### config.mk
export PLATFORM = sky130hd
export DESIGN_NAME = hvsync_generator
export DESIGN_NICKNAME = d
export VERILOG_FILES = /design/src/rtl/hvsync_generator.sv
export SDC_FILE = /design/constraint.sdc
export NUM_CORES = 1
export LEC_CHECK = 0
export ABC_CLOCK_PERIOD_IN_PS = 1900
export BUFFER_PORTS_ARGS = -buffer_cell sky130_fd_sc_hd__buf_2
export CELL_PAD_IN_SITES_DETAIL_PLACEMENT = 0
export CELL_PAD_IN_SITES_GLOBAL_PLACEMENT = 1
export CORE_AREA = 2 2 64 66
export DETAILED_ROUTE_END_ITERATION = 6
export DIE_AREA = 0 0 66 68
export PLACE_DENSITY_LB_ADDON = 0.12
export SLEW_MARGIN = 40
export SYNTH_ARGS = -nofsm -noshare
export SYNTH_HDL_FRONTEND = slang
export SYNTH_SLANG_ARGS = --single-unit
### constraint.sdc
create_clock -name clk -period 1.9 [get_ports clk]
set_input_delay 0.38 -clock clk [delete_from_list [all_inputs] [get_ports clk]]
set_output_delay 0.38 -clock clk [all_outputs]
set_load 0.05 [all_outputs]
### src/rtl/hvsync_generator.sv
// 640x480@60 VGA timing generator: pixel/line counters with registered sync and display-enable outputs.
// Define HVSYNC_SYNC_ACTIVE_HIGH_EN for active-high syncs; otherwise both syncs are active-low.
module hvsync_generator (
    input  logic       clk,
    input  logic       reset,
    output logic       vga_h_sync,
    output logic       vga_v_sync,
    output logic       inDisplayArea,
    output logic [9:0] CounterX,
    output logic [9:0] CounterY
);

    localparam logic [9:0] H_VISIBLE    = 10'd640;
    localparam logic [9:0] H_SYNC_START = 10'd656;
    localparam logic [9:0] H_SYNC_END   = 10'd751;
    localparam logic [9:0] H_LAST       = 10'd799;
    localparam logic [9:0] V_VISIBLE    = 10'd480;
    localparam logic [9:0] V_SYNC_START = 10'd490;
    localparam logic [9:0] V_SYNC_END   = 10'd491;
    localparam logic [9:0] V_LAST       = 10'd524;

`ifdef HVSYNC_SYNC_ACTIVE_HIGH_EN
    localparam logic SYNC_ACTIVE = 1'b1;
`else
    localparam logic SYNC_ACTIVE = 1'b0;
`endif

    logic [9:0] next_x;
    logic [9:0] next_y;
    logic       next_h_active;
    logic       next_v_active;
    logic       next_display;

    // Outputs are decoded from the next counter values so they line up with the counters after the edge.
    always_comb begin
        next_x = CounterX + 10'd1;
        next_y = CounterY;
        if (CounterX == H_LAST) begin
            next_x = 10'd0;
            if (CounterY == V_LAST)
                next_y = 10'd0;
            else
                next_y = CounterY + 10'd1;
        end
        next_h_active = (next_x >= H_SYNC_START) && (next_x <= H_SYNC_END);
        next_v_active = (next_y >= V_SYNC_START) && (next_y <= V_SYNC_END);
        next_display  = (next_x < H_VISIBLE) && (next_y < V_VISIBLE);
    end

    always_ff @(posedge clk or posedge reset) begin
        if (reset) begin
            CounterX      <= 10'd0;
            CounterY      <= 10'd0;
            inDisplayArea <= 1'b1;
            vga_h_sync    <= ~SYNC_ACTIVE;
            vga_v_sync    <= ~SYNC_ACTIVE;
        end else begin
            CounterX      <= next_x;
            CounterY      <= next_y;
            inDisplayArea <= next_display;
            vga_h_sync    <= next_h_active ? SYNC_ACTIVE : ~SYNC_ACTIVE;
            vga_v_sync    <= next_v_active ? SYNC_ACTIVE : ~SYNC_ACTIVE;
        end
    end

endmodule

# Word level (Yosys, flattened, before mapping)
# Cells that the tools add are included.
# word_totals
regBits,23
latchBits,0
ram_bits,0
romBits,0
input_bits,2
out_inout_bits,23
word_cells,23
memories,0
# op_classes
n_addsub,2
n_mul,0
div_mod_pow,0
order_cmp,6
eq_ne,2
n_shift,0
n_mux,5
n_bitwise,0
reduce_logical,3
# ops
operator,count
10-bit two-way mux,3
10-bit by 1-bit adder with 10-bit output (second input constant),2
10-bit == test (second input constant),2
10-bit >= comparator (second input constant),1
10-bit by 9-bit >= comparator with 1-bit output (second input constant),1
10-bit <= comparator (second input constant),1
10-bit by 9-bit <= comparator with 1-bit output (second input constant),1
10-bit less-than comparator (second input constant),1
10-bit by 9-bit less-than comparator with 1-bit output (second input constant),1
1-bit logical AND,3
1-bit two-way mux,2

# Depth between registers and ports, before layout
# logic_depth
word_depth,6
ltp_mapped,8
mapped_depth_nobuf,8

# Least setup slack after synthesis
# OpenSTA, ideal clock, no wires.
# synth_path
kind,register -> register
startpoint,register CounterY[1]
endpoint,register inDisplayArea
setup_ns,0.081
arrival_ns,2.293
t_required_ns,1.819
slack_ns,-0.474
stages_incl_launch_ff,9
cell_sequence,dfrtp_1 -> inv_1 -> ha_1 -> or4b_4 -> or3_4 -> a21oi_4 -> o21bai_2 -> a22oi_2 -> a211oi_2
# synth_via
elab_chain_len,5
word_cells_on_any_way,6
# synth_rtl
element,line_no,rtl
start: declaration,10,output logic [9:0] CounterY
start signal: assignment,59,CounterY <= next_y;
10-bit by 1-bit adder with 10-bit output / 10-bit == test (equally long branches),"43, 40",
10-bit two-way mux,40,if (CounterY == V_LAST)
10-bit two-way mux (*),38,if (CounterX == H_LAST) begin
10-bit by 9-bit less-than comparator with 1-bit output (*),47,next_display = (next_x < H_VISIBLE) && (next_y < V_VISIBLE);
1-bit logical AND (*),47,
named net next_display,32,logic next_display;
end signal: assignment,60,inDisplayArea <= next_display;
end: declaration,8,"output logic inDisplayArea,"
# The timed path passes the listed nets; every way through them passes the cells marked *.

# Worst setup path after layout
# layout_path
startpoint,register CounterY[0]
endpoint,register vga_v_sync
# layout_via
elab_chain_len,6
word_cells_on_any_way,8
# layout_rtl
element,line_no,rtl
10-bit by 1-bit adder with 10-bit output / 10-bit == test (equally long branches),"43, 40",
10-bit two-way mux,40,
10-bit two-way mux (*),38,
10-bit by 9-bit >= comparator with 1-bit output / 10-bit by 9-bit <= comparator with 1-bit output (equally long branches),46,next_v_active = (next_y >= V_SYNC_START) && (next_y <= V_SYNC_END);
1-bit logical AND (*),46,
1-bit two-way mux (*),62,vga_v_sync <= next_v_active ? SYNC_ACTIVE : ~SYNC_ACTIVE;
end signal: assignment,56,vga_v_sync <= ~SYNC_ACTIVE;
end signal: assignment,62,
end: declaration,7,"output logic vga_v_sync,"
# Every way passes the cells marked *; elsewhere a longest branch is shown, timed or not.

==> out/metrics.cfg <==
[run_status]
run_status=finished with violations
failed_checks=setup timing

[finish]
multiInputGateArea_um2=785
syn2layout_area_growth_pct=41.2
final-seq-area_um2=587
num-nets-final=213
layout-drive-gt1-share_pct=49.5
fill_cells=394
antenna_cells=0

[logic_synthesis]
ys_ff_latch=23
synth_top_area_share_pct=36.3
synth.area.top_cells=dfrtp_1 (36%), xnor2_1 (6.4%), dfstp_2 (5.7%)
seq_area_frac_synth_pct=42.1
synth-async-reset-ratio_pct=100
synth.cell_area_mm2=0.00138
postSynthAreaPerCell_um2=9.57
syn_nets=150
yosys.area.top_type=dfrtp_1
synth-main-ff-cell=dfrtp_1
synth_warnings=0
synth-edff-count=0
synth_cell_type_count=48
postSynthCellCount=144

[power_and_ir_drop]
ir_drop_v=0.000293
total_power_uw=813
leakagePower_nw=0.900
powerDensity_mw_per_mm2=418

[routing]
drc=0
vias=1293
wl_per_cell_um=14.2
viasPerCell=5.05
first_iter_violations=71
ant_nets=0
first_pass_iters=4
wl_um=3640

[die]
rows=23
pin_count=25
die_w_um=66
die_h_um=68
initial_core_util_pct=35.7
core_area_mm2=0.00386
die_area_mm2=0.00449

[worst_setup_path]
max_stage_delay_ns=0.49
crit_fanout=4
worstSetupStartpointType=flop
crit_buf_inv=1
path_class=reg -> reg
critical-path-top-delay-family=simple AND/OR/NAND/NOR gates
end_kind=flop
slowest_stage=or4_4
required_ns=2.11
crit_arrival_ns=2.29
crit_path_cell_trace=inv_2 > ha_4 > or4b_4 > or4_4 > nand4_1 > o311ai_1 > o2111a_1 > nand3b_1

[clock_network]
numCtsBuffers=3
htreeDepth=1
tritoncts=built
worst_skew_pair.late_latency_ns=0.27
clk_pin_slew_ns=0.09
hold_buffers=0
cts_buffer_depth=2
clkSinkCount=23
cts_root_buffer=clkbuf_8

[global_route]
grt_max_degree=24
antenna_found_initial=0
grt_use_total_pct=17.6
grt_pass1_wl_um=6000
first_global_vias=1353
grt_overflow_total=0

[placement]
place.gp.congestion=0.857
place_ws_ns=-0.196
io_buffers=24
dp_hpwl_um=2720

[sta]
min_period_over_period_pct=109
slew_headroom_pct=76.4
skew_ns=0.00370
worst_pin_slew_ns=0.352
drv_slew=0
min_period_ns=2.08
setup_violations=6
setup_ws_ns=-0.178
max_freq_mhz=481
hold_violations=0
rsz0062_at_grt=yes

[min_path]
hold_path.class=in -> async

[job]
max_cap_violations=0

area by class of cell:
class                           instances  area share [%]
Clock inverter                          1           0.257
Timing Repair Buffer                   64            22.0
Clock buffer                            3            2.12
Sequential cell                        23            30.2
Multi-Input combinational cell        105            40.3
Tap cell                               50            3.22
Inverter                               10            1.93
cells by family after synthesis:
kind of cell / share of synthesized area, %
compound gates: 15.1
xor+xnor: 7.63
fa+ha+maj: 3.63
buf+inv: 5.99
flops: 42.1
simple gates: 25.6
metal layers:
layer | vias up | global-route usage, % | routed length [µm] | part of all wire (%)
met5 | - | 0 | 0 | 0
met4 | 0 | 8.16 | 83 | 2.3
met3 | 9 | 1.97 | 87 | 2.4
met2 | 20 | 32.8 | 1910 | 53
met1 | 630 | 20.2 | 1560 | 43
li1 | 634 | - | - | -
worst register-to-register path, stage by stage, from the launching register on:
cell	delay, ns
dfrtp_2	0.42
inv_2	0.09
ha_4	0.13
or4b_4	0.47
or4_4	0.49
nand4_1	0.11
o311ai_1	0.11
o2111a_1	0.14
nand3b_1	0.08
cell usage after synthesis, types with 2 or more instances:
cell / number
and2_1: 2
nand4_1: 4
a31oi_1: 3
a21oi_1: 6
xnor2_1: 10
xor2_1: 2
dfrtp_1: 20
inv_1: 10
nor3_1: 4
nand3_1: 10
and3_1: 2
dfstp_2: 3
ha_1: 4
o21ai_1: 3
nand2_1: 12
and4_1: 2
clkbuf_1: 3
nor2_1: 13
nand3_2: 2
timing repair:
action                                 in CTS  in global routing
setup buffers                               2                  3
setup endpoints to repair                   4                  9
endpoints found under the hold margin       0                  0
pin swaps                                   8                  7
gates resized for setup                     4                 10
state kept, by name, indices dropped and copies added (netlist names):
| name | flops |
|---|---|
| inDisplayArea | 1 |
| CounterX | 10 |
| vga_v_sync | 1 |
| CounterY | 10 |
| vga_h_sync | 1 |
worst paths after layout:
kind | start | to | slack, ns | cells past startpoint
min | reset | CounterY[9] | 0.14 | 3
min reg2reg | CounterX[0] | CounterX[0] | 0.57 | 2
max | CounterY[0] | vga_v_sync | -0.18 | 8
min in group clk | CounterX[0] | CounterX[0] | 0.57 | 2
max reg2reg | CounterY[0] | vga_v_sync | -0.18 | 8
max in group asynchronous | reset | vga_h_sync | 1.48 | 3
where the power goes:
part | internal, mW | switching [mW]
logic | 0.00225 | 0.00989
clock network | 0.147 | 0.165
registers | 0.489 | 0
total | 0.638 | 0.175
per-stage QoR:
stage                     hold WS, ns  cells  instance area [µm²]  util, %  setup TNS (ns)
after detailed placement        0.440    247                 1800     46.6          -0.387
after global routing            0.152    256                 1950     50.5           -1.05
after CTS                       0.140    253                 1880     48.8          -0.625
final                           0.136    256                 1950     50.5          -0.585
after global placement          0.440    247                 1800     46.6          -0.208
after floorplan                 0.379    144                 1400        -          -0.792
placed cells by master, fill, tap and decap left out, types with 2 or more instances in the layout:
master,instances
o21ai_1,3
a31oi_1,3
nand4_1,4
clkbuf_8,3
dfrtp_1,14
and3_1,2
nor3_1,4
inv_2,2
nand3_4,2
inv_1,8
a21oi_1,5
buf_6,2
buf_4,38
dfrtp_2,6
buf_2,24
xnor2_1,10
dfstp_2,3
and2_1,2
nand3_2,3
nor2_1,12
xor2_1,2
ha_1,2
nand3_1,7
nand2_1,11
No activity file was read; power rests on OpenSTA's default activity.
